### config.mk
export PLATFORM = sky130hd
export DESIGN_NAME = match_event_logger
export DESIGN_NICKNAME = d
export VERILOG_FILES = /design/src/rtl/match_event_logger.sv
export SDC_FILE = /design/constraint.sdc
export NUM_CORES = 1
export LEC_CHECK = 0
export CAP_MARGIN = 40
export CORE_UTILIZATION = 55
export DETAILED_ROUTE_END_ITERATION = 7
export PLACE_DENSITY = 0.79
export SYNTH_ARGS = -nofsm -noshare
export SYNTH_HDL_FRONTEND = slang
export SYNTH_SLANG_ARGS = --single-unit
### constraint.sdc
create_clock -name clk -period 3.3 [get_ports clk]
set_input_delay 0.66 -clock clk [delete_from_list [all_inputs] [get_ports clk]]
set_output_delay 0.66 -clock clk [all_outputs]
set_load 0.03 [all_outputs]
### src/rtl/match_event_logger.sv
// Counts sequence-detector matches, timestamps each one into a small FWFT FIFO,
// and raises sticky alarm / saturation / overflow flags for a host reading match history.
module match_event_logger #(
    parameter int CNT_W      = 16,
    parameter int TS_W       = 16,
    parameter int FIFO_DEPTH = 4
) (
    input  logic             clk,
    input  logic             rst,
    input  logic             match_in,
    input  logic             clr,
    input  logic [CNT_W-1:0] thresh,
    output logic [CNT_W-1:0] match_cnt,
    output logic             cnt_sat,
    output logic             alarm,
    output logic             ts_valid,
    output logic [TS_W-1:0]  ts_data,
    input  logic             ts_ready,
    output logic             fifo_full,
    output logic             overflow
);

    localparam int AW = $clog2(FIFO_DEPTH);

    logic [TS_W-1:0]  ts_q, ts_d;
    logic [CNT_W-1:0] cnt_q, cnt_d;
    logic             sat_q, sat_d;
    logic             alarm_q, alarm_d;
    logic             ovf_q, ovf_d;
    logic [AW:0]      wr_ptr_q, wr_ptr_d;
    logic [AW:0]      rd_ptr_q, rd_ptr_d;
    logic [TS_W-1:0]  mem_q [FIFO_DEPTH];
    logic [TS_W-1:0]  mem_d [FIFO_DEPTH];

    logic empty, full, push, pop;

    always_comb begin
        empty    = (wr_ptr_q == rd_ptr_q);
        full     = (wr_ptr_q[AW] != rd_ptr_q[AW]) && (wr_ptr_q[AW-1:0] == rd_ptr_q[AW-1:0]);
        push     = match_in && !clr;
        pop      = !empty && ts_ready && !clr;

        ts_d     = ts_q + 1'b1;
        cnt_d    = cnt_q;
        sat_d    = sat_q;
        alarm_d  = alarm_q;
        ovf_d    = ovf_q;
        wr_ptr_d = wr_ptr_q;
        rd_ptr_d = rd_ptr_q;
        mem_d    = mem_q;

        if (clr) begin
            cnt_d    = '0;
            sat_d    = 1'b0;
            alarm_d  = 1'b0;
            ovf_d    = 1'b0;
            wr_ptr_d = '0;
            rd_ptr_d = '0;
        end else begin
            if (push && (cnt_q != {CNT_W{1'b1}})) begin
                cnt_d = cnt_q + 1'b1;
            end
            if (cnt_d == {CNT_W{1'b1}}) begin
                sat_d = 1'b1;
            end
            if (pop) begin
                rd_ptr_d = rd_ptr_q + 1'b1;
            end
            // A pop in the same cycle frees the slot, so a full FIFO can still accept the push.
            if (push) begin
                if (!full || pop) begin
                    mem_d[wr_ptr_q[AW-1:0]] = ts_q;
                    wr_ptr_d = wr_ptr_q + 1'b1;
                end else begin
                    ovf_d = 1'b1;
                end
            end
            if ((thresh != '0) && (cnt_d >= thresh)) begin
                alarm_d = 1'b1;
            end
        end
    end

    always_ff @(posedge clk) begin
        if (rst) begin
            ts_q     <= '0;
            cnt_q    <= '0;
            sat_q    <= 1'b0;
            alarm_q  <= 1'b0;
            ovf_q    <= 1'b0;
            wr_ptr_q <= '0;
            rd_ptr_q <= '0;
        end else begin
            ts_q     <= ts_d;
            cnt_q    <= cnt_d;
            sat_q    <= sat_d;
            alarm_q  <= alarm_d;
            ovf_q    <= ovf_d;
            wr_ptr_q <= wr_ptr_d;
            rd_ptr_q <= rd_ptr_d;
        end
    end

    // Storage needs no reset: its contents are only visible while the FIFO is non-empty.
    always_ff @(posedge clk) begin
        mem_q <= mem_d;
    end

    assign match_cnt = cnt_q;
    assign cnt_sat   = sat_q;
    assign alarm     = alarm_q;
    assign overflow  = ovf_q;
    assign ts_valid  = !empty;
    assign fifo_full = full;
    assign ts_data   = empty ? '0 : mem_q[rd_ptr_q[AW-1:0]];

endmodule
==> flow_summary.json, run 1 <==
{
  "status": "completed",
  "cts_buffers": 9,
  "most_used_flip_flop_cell_after_synthesis": "edfxtp_1",
  "final.period_utilization_pct": 95.7,
  "ant_nets": 0,
  "cts-htree-levels": 3,
  "rr_startpoint": "match_cnt[0]$_SDFF_PP0_",
  "routedLengthMet1_um": 4210,
  "cellLeakagePower_nw": 2.21,
  "placedInstanceArea_mm2": 0.00561,
  "peakVddDrop_v": 0.000357,
  "design.die.area_mm2": 0.00906,
  "synth_most_common_cell": "edfxtp_1",
  "synthToLayoutAreaGrowth_pct": 21.7,
  "root_buffer": "clkbuf_8",
  "worstReg2RegEnd": "alarm$_SDFFE_PP0P_",
  "place_hpwl_um": 7000,
  "post_route_cells_drive_above_1_share_pct": 13.2,
  "yosysUniqueCellTypes": 43,
  "wire_per_inst_um": 16.9,
  "wl_met2_um": 4850,
  "cp_data_arrival_time_ns": 2.50,
  "setup.reg_to_reg.worst_slack_ns": 0.25,
  "worst_path_max_fanout": 8,
  "setup.worst_path.start": "rd_ptr_q[0]$_SDFFE_PP0P_",
  "report.power.total_mw": 2.35,
  "maxClockFrequency_mhz": 317,
  "setup.worst_path.end": "ts_data[6]",
  "hold_path_class": "reg -> reg",
  "end_kind": "output port",
  "cts-root-to-sink-buffers": 2,
  "met3WireLength_um": 440,
  "initialDrtViolationCount": 127,
  "finalWirelength_um": 9680,
  "design.portCount": 58,
  "report.final.hold_viol_count": 0,
  "vias_per_cell": 5.48,
  "drv_cap": 0,
  "diodes": 0,
  "async_reset_ff_share_pct": 0,
  "max_slew_violation_count": 0,
  "syn_area_mm2": 0.00477,
  "place.gp.congestion": 0.894,
  "synth_top_cell_area_share_pct": 40.3,
  "pin_count_of_the_biggest_net_entering_global_routing": 19,
  "cts.sink_count": 105,
  "timing_worst_setup_path_type": "reg -> out",
  "num_vias": 3140,
  "worst-slew-pin-transition_ns": 0.543,
  "synth_sequential_area_ratio_pct": 57.5,
  "drt_first_pass_iters": 6,
  "netlist_top_cells_count": "64 x edfxtp_1, 41 x dfxtp_1, 34 x nor2_1",
  "synth_area_leader_cell": "edfxtp_1",
  "fin_worst_skew_ns": 0.00747,
  "design.core.area_mm2": 0.00830,
  "worst_r2r_path_depth": 13,
  "grt_overflow": 0,
  "die_w_um": 95.2,
  "rsz0062_at_grt": "no",
  "synth_fp_nets": 426,
  "power.density_cell_area_mw_per_mm2": 404,
  "synthesis.instances": 382,
  "grt_antenna_before_repair": 0,
  "clock_latency_ns": 0.36,
  "die_height_um": 95.2,
  "required_ns": 2.64,
  "crit_path_start_kind": "flop",
  "cts.clk_slew.worst_paths_ns": 0.10,
  "placement_rows": 33,
  "design.final.nets": 507,
  "yosys-top-cells-area": "edfxtp_1 40%, dfxtp_1 17%, mux4_2 7.5%",
  "report.final.setup_viol": 0,
  "first_global_vias": 3100,
  "postSynthAreaPerCell_um2": 12.5,
  "max_slew_margin_pct": 63.5,
  "fin_area_mm2": 0.00581,
  "grt_first_pass_wirelength_um": 15200,
  "synth-warning-count": 0,
  "synth_enable_flop_cells": 64,
  "period_needed_ns": 3.16,
  "highest-signal-layer": "met4",
  "cts_tree": "done",
  "drt_drc_violations_left": 0,
  "gr-usage-all-layers_pct": 22.8,
  "cts.hold.buffers_added": 0,
  "postSynthRegisterBits": 105,
  "place.port_buffers": 57,
  "initial_core_util_pct": 57.5
}
layer usage:
layer / global-route usage [%] / vias to the layer above
met5: 0 / -
met4: 8.08 / 0
met3: 4.86 / 16
met2: 39.3 / 72
met1: 28.4 / 1514
li1: - / 1538
per-stage QoR:
stage	hold slack, ns	TNS [ns]	cells	setup WS, ns	util [%]
floorplan	0.461	0	382	0.126	-
global placement	0.445	0	557	0.0926	67.6
detailed placement	0.455	-0.0504	557	-0.0504	67.6
CTS	0.473	0	573	0.127	70.0
global route	0.487	0	573	0.0148	70.0
finish	0.474	0	573	0.142	70.0
worst max-delay path, stage by stage, from the launching register on:
cell,delay [ns]
dfxtp_1,0.60
buf_4,0.24
mux4_2,0.51
and2_1,0.18
clkdlybuf4s50_1,0.61
registers in the layout (all words and copies together) (netlist names):
name and flops:
alarm 1, ts_q 16, cnt_sat 1, wr_ptr_q 3, overflow 1, rd_ptr_q 3, match_cnt 16, mem_q 64
kinds of logic after synthesis:
family / synth area share [%]
AND/OR/NAND/NOR: 15.7
flip-flops: 57.5
multiplexers: 8.18
AO/OA/AOI/OAI: 4.12
buffers and inverters: 2.99
adder cells (fa/ha/maj): 6.03
XOR/XNOR: 5.50
placed cells by master (no fill, tap or decap), drive strengths merged, types with 4 or more instances in the layout:
cell type      count
and3               6
xor2              17
clkbuf            10
nor4               4
dfxtp             41
clkdlybuf4s50     57
or3                4
xnor2             13
buf               24
nand2             15
nand4             12
o21ai              6
a21oi             11
inv               27
nand3             16
ha                23
mux4              16
nor2              34
edfxtp            64
and2              31
nor3               4
where the power goes:
group          leakage, nW  switching, mW  internal [mW]
combinational         1.19         0.0696         0.0697
sequential           0.930         0.0101           1.39
clock               0.0990          0.445          0.362
total                 2.21          0.525           1.83
how the worst min path moves through the flow:
stage / slack, ns / to / cells past startpoint / start
finish: 0.47 / cnt_sat$_SDFFE_PP0N_ / 2 / cnt_sat$_SDFFE_PP0N_
CTS: 0.47 / cnt_sat$_SDFFE_PP0N_ / 2 / cnt_sat$_SDFFE_PP0N_
detailed placement: 0.45 / cnt_sat$_SDFFE_PP0N_ / 2 / cnt_sat$_SDFFE_PP0N_
global route: 0.49 / cnt_sat$_SDFFE_PP0N_ / 2 / cnt_sat$_SDFFE_PP0N_
floorplan: 0.46 / ts_q[0]$_SDFF_PP0_ / 1 / ts_q[0]$_SDFF_PP0_
global placement: 0.45 / cnt_sat$_SDFFE_PP0N_ / 2 / cnt_sat$_SDFFE_PP0N_
area by class of cell:
| type | instances | area [um2] |
|---|---|---|
| Sequential cell | 105 | 2740 |
| Fill cell | 585 | 2490 |
| Multi-Input combinational cell | 241 | 1890 |
| Timing Repair Buffer | 81 | 751 |
| Tap cell | 105 | 131 |
| Clock buffer | 10 | 128 |
| Inverter | 25 | 93.8 |
| Clock inverter | 6 | 75.1 |
repair_timing:
item	in CTS	in global routing
hold endpoints to repair	0	0
gates resized for setup	0	1
setup endpoints to repair	0	1
setup buffers	0	0
Note: power is estimated with default switching activity, not from simulation.
==> run 2, diff against run 1 <==
--- a/config.mk
+++ b/config.mk
@@ -9,6 +9,7 @@
 export CORE_UTILIZATION = 55
 export DETAILED_ROUTE_END_ITERATION = 7
 export PLACE_DENSITY = 0.79
+export RECOVER_POWER = 50
 export SYNTH_ARGS = -nofsm -noshare
 export SYNTH_HDL_FRONTEND = slang
 export SYNTH_SLANG_ARGS = --single-unit
==> run 2 against run 1 <==
Effect of this change: clock skew grew 0.00058 ns; via count grew 0.41%; clock-buffer cell count unchanged; worst setup slack gained 0.0010 ns; largest cell class unchanged; highest routed layer unchanged.
==> flow_summary.json, run 2 (synthesis results as in run 1) <==
{
  "num_vias": 3153,
  "max_slew_violation_count": 0,
  "design.core.area_mm2": 0.00830,
  "peakVddDrop_v": 0.000357,
  "required_ns": 2.64,
  "end_kind": "output port",
  "met3WireLength_um": 428,
  "placement_rows": 33,
  "die_height_um": 95.2,
  "period_needed_ns": 3.16,
  "cts_tree": "done",
  "grt_first_pass_wirelength_um": 15200,
  "clock_latency_ns": 0.36,
  "first_global_vias": 3100,
  "initial_core_util_pct": 57.5,
  "postLayoutSetupSlackWorst_ns": 0.143,
  "timing_worst_setup_path_type": "reg -> out",
  "root_buffer": "clkbuf_8",
  "diodes": 0,
  "cp_data_arrival_time_ns": 2.50,
  "final.period_utilization_pct": 95.7,
  "worst_path_max_fanout": 8,
  "timing.critical_path.slowest_cell_delay_ns": 0.61,
  "place.port_buffers": 57,
  "grt_antenna_before_repair": 0,
  "report.power.total_mw": 2.35,
  "power.density_cell_area_mw_per_mm2": 406,
  "initialDrtViolationCount": 135,
  "registers.top_by_ff_count": "mem_q",
  "vias_per_cell": 5.50,
  "routedLengthMet1_um": 4220,
  "drt_drc_violations_left": 0,
  "max_slew_margin_pct": 39.9,
  "maxClockFrequency_mhz": 317,
  "place_hpwl_um": 7000,
  "status": "completed",
  "drv_cap": 0,
  "hold_path_class": "reg -> reg",
  "highest-signal-layer": "met4",
  "rsz0062_at_grt": "no",
  "crit_chain": "buf_4 > mux4_2 > and2_1 > clkdlybuf4s50_1",
  "cts-root-to-sink-buffers": 2,
  "cpMaxStageDelayCell": "clkdlybuf4s50_1",
  "design.portCount": 58,
  "place.gp.congestion": 0.894,
  "gr-usage-all-layers_pct": 22.8,
  "report.final.setup_viol": 0,
  "die_w_um": 95.2,
  "cellLeakagePower_nw": 2.23,
  "largest_register_ffs": 64,
  "wl_met2_um": 4890,
  "crit_path_start_kind": "flop",
  "pin_count_of_the_biggest_net_entering_global_routing": 19,
  "cts.clk_slew.worst_paths_ns": 0.10,
  "post_route_cells_drive_above_1_share_pct": 12.4,
  "finalWirelength_um": 9720,
  "final_cell_mix": "64 x edfxtp_1, 49 x clkdlybuf4s50_1, 40 x dfxtp_1, 34 x nor2_1, 28 x and2_1",
  "ant_nets": 0,
  "design.die.area_mm2": 0.00906,
  "post-route-util_pct": 69.8,
  "grt_overflow": 0,
  "report.final.hold_viol_count": 0,
  "cts.sink_count": 105,
  "drt_first_pass_iters": 4,
  "wire_per_inst_um": 17.0,
  "fin_worst_skew_ns": 0.00805,
  "cts-htree-levels": 3,
  "placement.setup.worst_slack_ns": -0.0504,
  "design.final.nets": 507,
  "synthToLayoutAreaGrowth_pct": 21.3,
  "most_frequent_standard_cell_in_the_layout_excluding_fill_and_tap_cells": "edfxtp_1",
  "worst-slew-pin-transition_ns": 0.902,
  "cts_buffers": 9
}
-- run 2: power by group --
group	leakage [nW]	internal (mW)	switching (mW)	total, mW
Clock	0.0990	0.362	0.445	0.807
Combinational	1.20	0.0685	0.0696	0.138
Sequential	0.930	1.39	0.0101	1.40
-- run 2: layer usage --
layer / up-vias / GRT usage (%)
met5: - / 0
met4: 0 / 8.08
met1: 1524 / 28.4
met3: 16 / 4.86
li1: 1537 / -
met2: 76 / 39.3
-- run 2: final timing paths --
path	to	cells after the start	slack, ns	start
worst max-delay path	ts_data[6]	4	0.14	rd_ptr_q[0]$_SDFFE_PP0P_
worst min-delay path	cnt_sat$_SDFFE_PP0N_	2	0.47	cnt_sat$_SDFFE_PP0N_
worst max register to register	alarm$_SDFFE_PP0P_	13	0.23	match_cnt[0]$_SDFF_PP0_
worst min register to register	cnt_sat$_SDFFE_PP0N_	2	0.47	cnt_sat$_SDFFE_PP0N_
-- run 2: worst max-delay path: cells and delay by family, from the launching register on --
kind	cells	cell delay, ns
buf+inv	2	0.85
flops	1	0.60
mux	1	0.51
simple gates	1	0.18
-- run 2: layout make-up --
| cell class | count | area [um2] |
|---|---|---|
| Clock buffer | 10 | 128 |
| Clock inverter | 6 | 75.1 |
| Fill cell | 587 | 2510 |
| Inverter | 25 | 93.8 |
| Multi-Input combinational cell | 241 | 1870 |
| Sequential cell | 105 | 2740 |
| Tap cell | 105 | 131 |
| Timing Repair Buffer | 81 | 747 |
-- run 2: through the flow --
stage | instances | TNS [ns] | instance area [um2] | hold WS (ns)
after floorplan | 382 | 0 | 4770 | 0.461
after global placement | 557 | 0 | 5610 | 0.445
after detailed placement | 557 | -0.0504 | 5610 | 0.455
after CTS | 573 | 0 | 5810 | 0.473
after global routing | 573 | 0 | 5790 | 0.484
final | 573 | 0 | 5790 | 0.470
-- run 2: repair_timing --
| item | 4_1_cts | 5_1_grt |
|---|---|---|
| hold endpoints to repair | 0 | 0 |
| hold buffers | 0 | 0 |
| gates resized for setup | 0 | 1 |
| setup endpoints to repair | 0 | 1 |
| buffers inserted | 0 | 0 |
==> run 3, diff against run 2 <==
--- a/config.mk
+++ b/config.mk
@@ -8,7 +8,7 @@
 export CAP_MARGIN = 40
 export CORE_UTILIZATION = 55
 export DETAILED_ROUTE_END_ITERATION = 7
-export PLACE_DENSITY = 0.79
+export PLACE_DENSITY = 0.82
 export RECOVER_POWER = 50
 export SYNTH_ARGS = -nofsm -noshare
 export SYNTH_HDL_FRONTEND = slang
==> run 3 against run 2 <==
Effect of this change: clock power about the same; first-iteration DRC count down 5.2%; worst setup slack better by 0.091 ns; sequential power about the same; via count increased by 1.3%; design area is 0.52% higher; critical path type is now in -> reg.
==> flow_summary.json, run 3 (synthesis results as in run 1) <==
{
  "status": "completed",
  "drv_cap": 0,
  "cts-htree-levels": 3,
  "grt_overflow": 0,
  "design.core.area_mm2": 0.00830,
  "cp_data_arrival_time_ns": 3.37,
  "maxClockFrequency_mhz": 326,
  "initialDrtViolationCount": 128,
  "fin_worst_skew_ns": 0.00807,
  "end_kind": "flop",
  "place.gp.congestion": 0.909,
  "design.portCount": 58,
  "postCtsSetupBuffers": 0,
  "path_depth": 13,
  "fin_area_mm2": 0.00582,
  "report.final.hold_viol_count": 0,
  "report.power.total_mw": 2.35,
  "worst-slew-pin-transition_ns": 0.847,
  "required_ns": 3.60,
  "power.density_cell_area_mw_per_mm2": 404,
  "worst_r2r_path_depth": 13,
  "critPathBufInv": 3,
  "num_vias": 3194,
  "largest_register_ffs": 64,
  "registers.top_by_ff_count": "mem_q",
  "cpMaxStageDelayCell": "dlygate4sd3_1",
  "setup_total_negative_slack_ns": 0,
  "worst_path_max_fanout": 4,
  "clock_latency_ns": 0.36,
  "die_w_um": 95.2,
  "timing.critical_path.slowest_cell_delay_ns": 0.58,
  "rsz0062_at_grt": "no",
  "final.period_utilization_pct": 92.9,
  "cellLeakagePower_nw": 2.23,
  "cts.sink_count": 105,
  "drt_first_pass_iters": 4,
  "placedInstanceArea_mm2": 0.00561,
  "first_global_vias": 3185,
  "cts-root-to-sink-buffers": 2,
  "ant_nets": 0,
  "period_needed_ns": 3.07,
  "diodes": 0,
  "setup.worst_path.start": "clr",
  "final_cell_mix": "64 x edfxtp_1, 48 x clkdlybuf4s50_1, 39 x dfxtp_1, 34 x nor2_1, 29 x and2_1",
  "placement_rows": 33,
  "cts_tree": "done",
  "max_slew_violation_count": 0,
  "initial_core_util_pct": 57.5,
  "synthToLayoutAreaGrowth_pct": 21.9,
  "most_frequent_standard_cell_in_the_layout_excluding_fill_and_tap_cells": "edfxtp_1",
  "wire_per_inst_um": 16.9,
  "cts.clk_slew.worst_paths_ns": 0.10,
  "setup.worst_path.end": "alarm$_SDFFE_PP0P_",
  "report.final.setup_viol": 0,
  "fillers": 588,
  "crit_chain": "dlygate4sd3_1 > nand2b_1 > nor3_1 > buf_4 > and2_4 > nand4_1 > xor2_1 > inv_1 > ha_1 > nand4_1 > nor3_1 > a211oi_1 > a21oi_1",
  "design.die.area_mm2": 0.00906,
  "design.final.nets": 508,
  "gr-usage-all-layers_pct": 23.1,
  "root_buffer": "clkbuf_8",
  "setup.reg_to_reg.worst_slack_ns": 0.25,
  "place.port_buffers": 57,
  "post_route_cells_drive_above_1_share_pct": 13.2,
  "drt_drc_violations_left": 0,
  "max_slew_margin_pct": 43.5,
  "worstReg2RegEnd": "alarm$_SDFFE_PP0P_",
  "layout.cells.non_filler": 574,
  "finalWirelength_um": 9670,
  "cts_buffers": 9,
  "post-route-util_pct": 70.1,
  "vias_per_cell": 5.56,
  "place_hpwl_um": 7170,
  "rr_startpoint": "match_cnt[1]$_SDFF_PP0_",
  "timing_worst_setup_path_type": "in -> reg",
  "peakVddDrop_v": 0.000282,
  "crit_path_start_kind": "input port",
  "pin_count_of_the_biggest_net_entering_global_routing": 19,
  "grt_antenna_before_repair": 0,
  "worst_path_dominant_cell_family": "simple AND/OR/NAND/NOR gates",
  "dp.cells": 558,
  "hold_path_class": "reg -> reg",
  "grt_first_pass_wirelength_um": 15400,
  "die_height_um": 95.2,
  "min_path_cells": 2
}
==> run 3: cell count changes in the layout (fill, tap and decap cells not counted), sizes merged <==
cell and delta:
clkinvlp +1, inv -2, clkdlybuf4s50 -1, dlygate4sd3 +1, clkinv +2
==> run 3: per-stage QoR <==
step | hold WS (ns) | worst slack (ns)
after detailed placement | 0.460 | -0.0218
after global routing | 0.487 | 0.0166
after global placement | 0.454 | 0.0591
after CTS | 0.474 | 0.152
final | 0.479 | 0.234
after floorplan | 0.461 | 0.126
==> run 3: worst min-delay path by stage <==
stage                               from                   end  slack [ns]
floorplan             ts_q[0]$_SDFF_PP0_    ts_q[0]$_SDFF_PP0_        0.46
global placement    cnt_sat$_SDFFE_PP0N_  cnt_sat$_SDFFE_PP0N_        0.45
detailed placement  cnt_sat$_SDFFE_PP0N_  cnt_sat$_SDFFE_PP0N_        0.46
CTS                 cnt_sat$_SDFFE_PP0N_  cnt_sat$_SDFFE_PP0N_        0.47
global route        cnt_sat$_SDFFE_PP0N_  cnt_sat$_SDFFE_PP0N_        0.49
finish              cnt_sat$_SDFFE_PP0N_  cnt_sat$_SDFFE_PP0N_        0.48
==> run 3: layout make-up <==
cell class	instances	area, um2	area share, %
tap	105	131	2.26
timing repair buffer	82	751	12.9
clock inverter	7	82.6	1.42
clock buffer	9	124	2.13
inverter	25	93.8	1.61
sequential	105	2750	47.2
multi-input combinational	241	1890	32.5
==> run 3: metal layers <==
metal  up-vias  global-route usage [%]  routed length [um]
li1       1540                       -                   -
met1      1537                    28.9                4170
met2        98                    39.3                4810
met3        19                    4.47                 478
met4         0                    8.96                 206
met5         -                       0                   0
==> run 3: report_power, final <==
part           leakage (nW)  total, mW  switching (mW)  internal [mW]
clock                0.0958      0.808           0.450          0.357
sequential            0.930       1.40         0.00960           1.39
combinational          1.21      0.140          0.0705         0.0690
total                  2.23       2.35           0.531           1.82
==> run 3: worst min-delay path: cells and delay by family, from the launching register on <==
kind,cells,cell delay [ns]
flops,1,0.33
simple gates,1,0.06
compound gates,1,0.05
==> run 3: timing repair <==
item / CTS / global route
gates resized for setup: 0 / 4
setup endpoints to repair: 0 / 1
hold buffers: 0 / 0
endpoints found under the hold margin: 0 / 0
